File: src/rtl/sprite_pkg.sv
// sprite_pkg
// Shared constants and encodings for the sprite ROM path: sprite geometry,
// number of animation banks, transparent colour key, the player state
// encoding that selects the animation bank, the response class carried
// down the tag pipeline, and the round-robin pointer states.
package sprite_pkg;

  localparam int         SPRITE_W     = 150;
  localparam int         SPRITE_H     = 157;
  localparam int         SPRITE_WORDS = SPRITE_W * SPRITE_H;
  localparam int         NUM_BANKS    = 6;
  localparam logic [7:0] TRANSP_KEY   = 8'hE3;

  // Player state doubles as the animation bank index.
  typedef enum logic [2:0] {
    IDLE      = 3'd0,
    MOVE_FWD  = 3'd1,
    MOVE_BWD  = 3'd2,
    ATK_START = 3'd3,
    ATK_END   = 3'd4,
    ATK_PULL  = 3'd5
  } player_state_e;

  typedef enum logic [1:0] {
    CLS_ROM     = 2'd0,
    CLS_OOR     = 2'd1,
    CLS_DEFAULT = 2'd2
  } rsp_class_e;

  typedef enum logic {
    LAST_P1 = 1'b0,
    LAST_P2 = 1'b1
  } rr_ptr_e;

endpackage

File: src/rtl/rr_arbiter2.sv
// rr_arbiter2
// Two-way round-robin arbiter. Grants are combinational from the current
// requests and a one-bit pointer naming the last granted requester.
// Ports:
//   clk, rst     : clock, synchronous active-high reset (pointer -> LAST_P2)
//   req0, req1   : requests from player 1 / player 2
//   gnt0, gnt1   : one-hot (or zero) grants, forced low during reset
module rr_arbiter2
  import sprite_pkg::*;
(
  input  logic clk,
  input  logic rst,
  input  logic req0,
  input  logic req1,
  output logic gnt0,
  output logic gnt1
);

  rr_ptr_e ptr;
  rr_ptr_e ptr_next;

  // State register
  always_ff @(posedge clk) begin
    if (rst) ptr <= LAST_P2;
    else     ptr <= ptr_next;
  end

  // Next-state: pointer follows the grant, holds when idle
  always_comb begin
    ptr_next = ptr;
    if (gnt0)      ptr_next = LAST_P1;
    else if (gnt1) ptr_next = LAST_P2;
  end

  // Outputs: under contention the requester not named by the pointer wins
  always_comb begin
    gnt0 = 1'b0;
    gnt1 = 1'b0;
    if (!rst) begin
      if (req0 && (!req1 || ptr == LAST_P2)) gnt0 = 1'b1;
      else if (req1)                         gnt1 = 1'b1;
    end
  end

endmodule

File: src/rtl/sprite_rom_arbiter.sv
// sprite_rom_arbiter
// Shares one synchronous sprite ROM (all animation banks) between two player
// renderers. Accepted requests are classified (ROM / out-of-range / default
// bank), ROM requests drive a registered read, and every accept returns one
// response tagged with the requester ID exactly three cycles later.
// Ports:
//   clk, rst                : clock, synchronous active-high reset
//   req0/req1               : pixel requests (hold fields until granted)
//   bank0/1, dx0/1, dy0/1   : animation bank and sprite-relative coordinates
//   gnt0/gnt1               : combinational grants (accept = req & gnt)
//   rom_rd, rom_addr        : registered ROM read strobe / address
//   rom_q                   : ROM data, valid the cycle after rom_addr sampled
//   rsp_valid/id/data/visible : one-cycle response, in accept order
module sprite_rom_arbiter #(
  parameter int         SPRITE_W   = sprite_pkg::SPRITE_W,
  parameter int         SPRITE_H   = sprite_pkg::SPRITE_H,
  parameter int         NUM_BANKS  = sprite_pkg::NUM_BANKS,
  parameter int         ADDR_W     = 18,
  parameter logic [7:0] TRANSP_KEY = sprite_pkg::TRANSP_KEY
) (
  input  logic              clk,
  input  logic              rst,
  input  logic              req0,
  input  logic              req1,
  input  logic [2:0]        bank0,
  input  logic [2:0]        bank1,
  input  logic [9:0]        dx0,
  input  logic [9:0]        dy0,
  input  logic [9:0]        dx1,
  input  logic [9:0]        dy1,
  output logic              gnt0,
  output logic              gnt1,
  output logic              rom_rd,
  output logic [ADDR_W-1:0] rom_addr,
  input  logic [7:0]        rom_q,
  output logic              rsp_valid,
  output logic              rsp_id,
  output logic [7:0]        rsp_data,
  output logic              rsp_visible
);

  import sprite_pkg::*;

  localparam logic [ADDR_W-1:0] WORDS_A = ADDR_W'(SPRITE_W * SPRITE_H);
  localparam logic [ADDR_W-1:0] WIDTH_A = ADDR_W'(SPRITE_W);

  function automatic rsp_class_e classify(input logic [2:0] bank,
                                          input logic [9:0] dx,
                                          input logic [9:0] dy);
    if (int'(bank) >= NUM_BANKS) return CLS_DEFAULT;
    if (int'(dx) >= SPRITE_W || int'(dy) >= SPRITE_H) return CLS_OOR;
    return CLS_ROM;
  endfunction

  // Every operand is widened to ADDR_W first so no partial product truncates.
  function automatic logic [ADDR_W-1:0] pixel_addr(input logic [2:0] bank,
                                                   input logic [9:0] dx,
                                                   input logic [9:0] dy);
    return ADDR_W'(bank) * WORDS_A + ADDR_W'(dy) * WIDTH_A + ADDR_W'(dx);
  endfunction

  logic       accept;
  logic [2:0] sel_bank;
  logic [9:0] sel_dx;
  logic [9:0] sel_dy;
  rsp_class_e sel_cls;

  logic       vld_p0, vld_p1;
  logic       id_p0, id_p1;
  rsp_class_e cls_p0, cls_p1;

  rr_arbiter2 u_arb (
    .clk  (clk),
    .rst  (rst),
    .req0 (req0),
    .req1 (req1),
    .gnt0 (gnt0),
    .gnt1 (gnt1)
  );

  assign accept   = gnt0 | gnt1;
  assign sel_bank = gnt1 ? bank1 : bank0;
  assign sel_dx   = gnt1 ? dx1   : dx0;
  assign sel_dy   = gnt1 ? dy1   : dy0;
  assign sel_cls  = classify(sel_bank, sel_dx, sel_dy);

  // ---- Stage p0: accept -> ROM read issue, tag captured ----
  always_ff @(posedge clk) begin
    if (rst) begin
      vld_p0   <= 1'b0;
      rom_rd   <= 1'b0;
      rom_addr <= '0;
    end else begin
      vld_p0 <= accept;
      rom_rd <= accept && (sel_cls == CLS_ROM);
      // Non-ROM classes leave the address bus untouched.
      if (accept && (sel_cls == CLS_ROM))
        rom_addr <= pixel_addr(sel_bank, sel_dx, sel_dy);
    end
  end

  always_ff @(posedge clk) begin
    id_p0  <= gnt1;
    cls_p0 <= sel_cls;
  end

  // ---- Stage p1: ROM access cycle, tag waits alongside ----
  always_ff @(posedge clk) begin
    if (rst) vld_p1 <= 1'b0;
    else     vld_p1 <= vld_p0;
  end

  always_ff @(posedge clk) begin
    id_p1  <= id_p0;
    cls_p1 <= cls_p0;
  end

  // ---- Stage p2: rom_q is valid now; build response ----
  always_ff @(posedge clk) begin
    if (rst) begin
      rsp_valid   <= 1'b0;
      rsp_id      <= 1'b0;
      rsp_data    <= 8'h00;
      rsp_visible <= 1'b0;
    end else begin
      rsp_valid <= vld_p1;
      if (vld_p1) begin
        rsp_id <= id_p1;
        unique case (cls_p1)
          CLS_ROM: begin
            rsp_data    <= rom_q;
            rsp_visible <= (rom_q != TRANSP_KEY);
          end
          CLS_OOR: begin
            rsp_data    <= 8'h00;
            rsp_visible <= 1'b0;
          end
          default: begin
            rsp_data    <= 8'hFF;
            rsp_visible <= 1'b1;
          end
        endcase
      end
    end
  end

endmodule
File: config.mk
export PLATFORM = sky130hd
export DESIGN_NAME = sprite_rom_arbiter
export DESIGN_NICKNAME = d
export VERILOG_FILES = /design/src/rtl/sprite_pkg.sv /design/src/rtl/rr_arbiter2.sv /design/src/rtl/sprite_rom_arbiter.sv
export SDC_FILE = /design/constraint.sdc
export NUM_CORES = 1
export LEC_CHECK = 0
export BUFFER_PORTS_ARGS = -buffer_cell sky130_fd_sc_hd__buf_2
export CAP_MARGIN = 20
export CORE_MARGIN = 4
export CORE_UTILIZATION = 40
export DETAILED_ROUTE_END_ITERATION = 16
export GPL_ROUTABILITY_DRIVEN = 1
export GPL_TIMING_DRIVEN = 0
export MAX_ROUTING_LAYER = met4
export PLACE_DENSITY_LB_ADDON = 0.05
export REMOVE_ABC_BUFFERS = 1
export SLEW_MARGIN = 20
export SYNTH_ARGS = -nofsm -noshare
export SYNTH_HDL_FRONTEND = slang
export SYNTH_SLANG_ARGS = --single-unit
File: constraint.sdc
create_clock -name clk -period 12.25 [get_ports clk]
set_clock_uncertainty 0.1 [all_clocks]
set_input_delay 1.225 -clock clk [delete_from_list [all_inputs] [get_ports clk]]
set_output_delay 1.225 -clock clk [all_outputs]
set_load 0.005 [all_outputs]
==> results.cfg, run 1 <==
[clock_network]
post-cts-setup-buffers = 0
clk_pin_slew_ns = 0.05
cts_htree_levels = 2
cts_root_buf = clkbuf_16
cts_resized = 0
clockBufferDepth = 2
numCtsBuffers = 5
hold_buffers = 0
cts.sinks = 39
cts_tree = yes
clkLatencyLatePin_ns = 0.28

[worst_setup_path]
r2r_start = u_arb.ptr
endpoint_kind = flip-flop
crit_type = primary input to flip-flop
required_ns = 12.31
crit_arrival_ns = 7.56
crit_start = rst
startpoint_type = primary input
worstPathMaxFanout = 35

[placed_design]
place_ws_ns = 4.48
place_congestion = 0.811
hpwlAfterDp_um = 8570
portBuffers = 89

[floorplan]
die_area_um2 = 13000
io_pins = 90
rows = 38
floorplan.initialDensity_pct = 41.2
die_y_um = 114
die_x_um = 114
core_um2 = 10900

[timing]
rsz0062_at_grt = false
fin_crit_ns = 7.50
tightestPinTransition_ns = 0.619
hold_ws_ns = 0.226
drv_slew = 0
final_hold_viol_count = 0
setup_tns_ns = 0
timing.fmax_ghz = 0.133
setup_viol_count_final = 0
finalCritPeriodShare_pct = 61.2
finalWorstSetupSlack_ns = 4.75
max_slew_margin_pct = 58.7

[power]
switching_share_pct = 49.8
internal_power_mw = 0.742
switchingPower_mw = 0.735
p_clk_share_pct = 9.0
p_comb_share_pct = 81.7
ir_drop_v = 0.000135
p_leak_nw = 2.83
power.density_nw_per_um2 = 283
pwr-share-seq_pct = 9.3

[logic_synthesis]
synth_edf_count = 0
synth.avg_cell_area_um2 = 8.50
synth_top_cell_area_share_pct = 21.4
syn_area_um2 = 4510
synth-async-reset-ratio_pct = 0
synth_area_leaders = ha_1 (21%), dfxtp_1 (17%), fa_1 (12%), inv_1 (5.3%), nand2_1 (5.2%)
ys.flop_type = dfxtp_1
yosys.area.top_type = ha_1
synth.distinct_cells = 52
seq_area_frac_synth_pct = 17.3
synthCells = 530
synth_seq_cells = 39
ys_warn_count = 0

[global_route]
grt_use_total_pct = 15.8
grt_overflow_total = 0
grt_pass1_vias = 3541
antenna_found_initial = 0
grt_max_degree = 36
grt_pass1_wl_um = 16400

[finish]
finalNetCount = 774
most-common-layout-cells = buf_2 (89), ha_1 (77), inv_1 (64)
syn_to_final_growth_pct = 15.9
final_common_cell = buf_2
drive_above_1_share_pct = 17.6
fillers = 1090
diodes = 0
utilization_pct = 47.8

[route]
vias = 3752
drc = 0
post_drt_wl_per_cell_um = 13.2
drt_pass1_iterations = 4
wirelength_um = 9980
drtIter0Drc = 100
via_per_inst = 4.98
ant_nets = 0

[min_path]
hp-start = cls_p0[0]
hp-class = flip-flop to flip-flop

[job]
maxCapViolations = 0

[run_status]
outcome = finished, final reports clean
## area by class of cell
cell class                      count  area (um2)  area share [%]
Timing Repair Buffer               89         445            8.53
Multi-Input combinational cell    412        3420            65.4
Sequential cell                    39         781            14.9
Inverter                           66         248            4.74
Clock buffer                        8         156            2.99
Tap cell                          140         175            3.35
## worst paths after layout
check | to | slack [ns] | depth (start not counted)
worst max-delay path | rom_addr[16] | 4.75 | 26
worst min register to register | cls_p1[0] | 0.23 | 0
worst max register to register | rom_addr[16] | 5.82 | 26
worst min-delay path | cls_p1[0] | 0.23 | 0
## power by group through the flow
stage	Clock (mW)	Combinational [mW]	Sequential, mW
after floorplan	0	0.979	0.140
after detailed placement	0	1.21	0.140
after CTS	0.138	1.22	0.138
after global placement	0	1.20	0.140
after global routing	0.142	1.39	0.138
final	0.133	1.21	0.138
## layer usage
layer	share of wire [%]	track usage [%]	up-vias	routed length, um
met4	1.4	4.04	0	144
met2	47	26.3	76	4680
li1	-	-	1972	-
met3	4.3	1.59	11	433
met5	0	-	-	0
met1	47	20.7	1693	4720
## critical path: stages
cell       delay [ns]
buf_2            0.49
nand3b_4         0.49
inv_2            0.25
nand2_1          0.12
nand2_1          0.16
ha_1             0.33
ha_1             0.28
inv_1            0.05
fa_1             0.50
fa_1             0.54
inv_1            0.04
ha_1             0.33
o211ai_1         0.10
a21oi_1          0.22
nor2_1           0.11
xnor2_1          0.15
fa_1             0.50
inv_1            0.05
ha_1             0.36
a21oi_1          0.18
nor2_1           0.06
a211oi_1         0.34
o2111ai_1        0.19
a31oi_1          0.22
xor2_1           0.18
o21ai_1          0.07
## kinds of logic after synthesis
group / synth area share, %
xor+xnor: 6.41
mux: 4.00
flops: 17.3
fa+ha+maj: 32.9
compound gates: 16.7
simple gates: 15.8
buf+inv: 6.83
## metrics by stage
step / total power, mW / instances / area [um2]
global placement: 1.34 / 746 / 5070
detailed placement: 1.35 / 746 / 5070
finish: 1.48 / 754 / 5220
global route: 1.67 / 754 / 5220
CTS: 1.49 / 754 / 5220
floorplan: 1.12 / 517 / 4450
## cell usage after synthesis, types with 2 or more instances
| master | count |
|---|---|
| xnor2_1 | 19 |
| nor2b_1 | 14 |
| nand4_1 | 4 |
| nand3b_1 | 8 |
| ha_1 | 77 |
| nor2_1 | 31 |
| buf_2 | 3 |
| mux2i_1 | 18 |
| o22ai_1 | 9 |
| o21ai_1 | 15 |
| nand2_1 | 62 |
| a41oi_1 | 2 |
| nor3_1 | 4 |
| a21oi_1 | 28 |
| o211ai_1 | 2 |
| o21a_1 | 3 |
| inv_1 | 64 |
| a31oi_1 | 5 |
| a211o_1 | 4 |
| nand3_1 | 3 |
| nor3b_1 | 2 |
| o21ai_0 | 14 |
| nand2b_1 | 8 |
| a211oi_1 | 3 |
| fa_1 | 26 |
| o21bai_1 | 4 |
| xor2_1 | 14 |
| clkbuf_1 | 7 |
| buf_1 | 2 |
| nor4_1 | 2 |
| and3_1 | 2 |
| inv_2 | 2 |
| dfxtp_1 | 39 |
| a21o_1 | 12 |
## state kept, by name (all words and copies together), names as in the netlist, 2 cells and up
name,count
cls_p0,2
rsp_data,8
cls_p1,2
rom_addr,18
No activity file was read; power rests on OpenSTA's default activity.
==> inputs of run 2 (changes only) <==
Clock period 12.25 ns to 6.4 ns, I/O delays scaled along.
==> results.cfg, run 2 (synthesized netlist as in run 1, its figures left out) <==
[run_status]
outcome = finished, final reports clean

[placed_design]
placedCellCount = 746
place_area_um2 = 5070
place_congestion = 0.811
hpwlAfterDp_um = 8570
portBuffers = 89
place_ws_ns = -0.783

[clock_network]
clkLatencyLatePin_ns = 0.28
numCtsBuffers = 5
clk_pin_slew_ns = 0.05
hold_buffers = 0
cts_htree_levels = 2
clockBufferDepth = 2
cts_root_buf = clkbuf_16
cts.sinks = 39
cts_tree = yes

[power]
p_comb_share_pct = 81.9
p_clk_share_pct = 8.9
power_mw = 2.86
internal_power_mw = 1.44
power.density_nw_per_um2 = 541
pwr-share-seq_pct = 9.2
switchingPower_mw = 1.42
switching_share_pct = 49.8
ir_drop_v = 0.000267
p_leak_nw = 2.85

[floorplan]
rows = 38
io_pins = 90
die_y_um = 114
die_x_um = 114
die_area_um2 = 13000
core_um2 = 10900
floorplan.initialDensity_pct = 41.2

[timing]
tightestPinTransition_ns = 0.431
drv_slew = 0
finalCritPeriodShare_pct = 94.7
timing.fmax_ghz = 0.165
final_hold_viol_count = 0
hold_ws_ns = 0.225
setup_tns_ns = 0
fin_crit_ns = 6.06
setup_viol_count_final = 0
max_slew_margin_pct = 71.1
finalWorstSetupSlack_ns = 0.342

[route]
via_per_inst = 4.99
post_drt_wl_per_cell_um = 13.5
ant_nets = 0
drtIter0Drc = 117
vias = 3772
wirelength_um = 10200
drt_pass1_iterations = 4
drc = 0

[global_route]
grt_pass1_vias = 3555
antenna_found_initial = 0
grt_use_total_pct = 16.2
grt_pass1_wl_um = 16700
grt_overflow_total = 0
grt_max_degree = 37

[min_path]
hold_depth = 0
hp-class = flip-flop to flip-flop

[finish]
design_area_um2 = 5280
regMostFlops = rom_addr
final_common_cell = buf_2
drive_above_1_share_pct = 18.3
multiInputGateArea_um2 = 3440
diodes = 0
most-common-layout-cells = buf_2 (88), ha_1 (77), inv_1 (64)
utilization_pct = 48.3
reg_top3 = rom_addr: 18 flops, rsp_data: 8 flops
finalNetCount = 776
fillers = 1082
final-instance-count-excl-fill = 756
largest_reg_flops = 18
syn_to_final_growth_pct = 17.2
ff_latch_area_um2 = 781

[worst_setup_path]
endpoint_kind = flip-flop
worstPathMaxFanout = 12
path_buf_inv = 5
required_ns = 6.46
crit_type = primary input to flip-flop
cp_slowest_stage_delay_ns = 0.54
crit_slowest_cell = fa_1
reg2reg_depth = 26
cpLargestDelayFamily = adder cells
crit_top_cell = ha_1
path_depth = 27
startpoint_type = primary input
crit_arrival_ns = 6.11

[job]
maxCapViolations = 0
[run 2: final cells by class]
| class | instances | area share (%) |
|---|---|---|
| flip-flops and latches | 39 | 14.8 |
| repair buffers | 90 | 9.00 |
| multi-input cells | 413 | 65.1 |
| clock buffers | 8 | 2.96 |
| inverters | 66 | 4.79 |
| well taps | 140 | 3.32 |
[run 2: final timing paths]
path	startpoint	to	slack, ns
max	req0	rom_addr[16]	0.34
min	cls_p0[0]	cls_p1[0]	0.23
max reg2reg	u_arb.ptr	rom_addr[16]	0.50
min reg2reg	cls_p0[0]	cls_p1[0]	0.23
[run 2: power groups by stage]
stage	clock, mW	sequential, mW	combinational (mW)
floorplan	0	0.269	1.87
global placement	0	0.268	2.30
detailed placement	0	0.269	2.31
CTS	0.263	0.263	2.34
global route	0.272	0.265	2.70
finish	0.253	0.263	2.34
[run 2: metal layers]
metal,track usage (%),share of wire (%)
met1,21.6,48
met2,26.6,47
met3,1.59,4.0
met4,4.20,1.3
met5,-,0
[run 2: repair_timing]
action,CTS,global route
buffers inserted,1,0
cloned,1,0
endpoints found under the setup margin,6,5
resized for setup,2,6
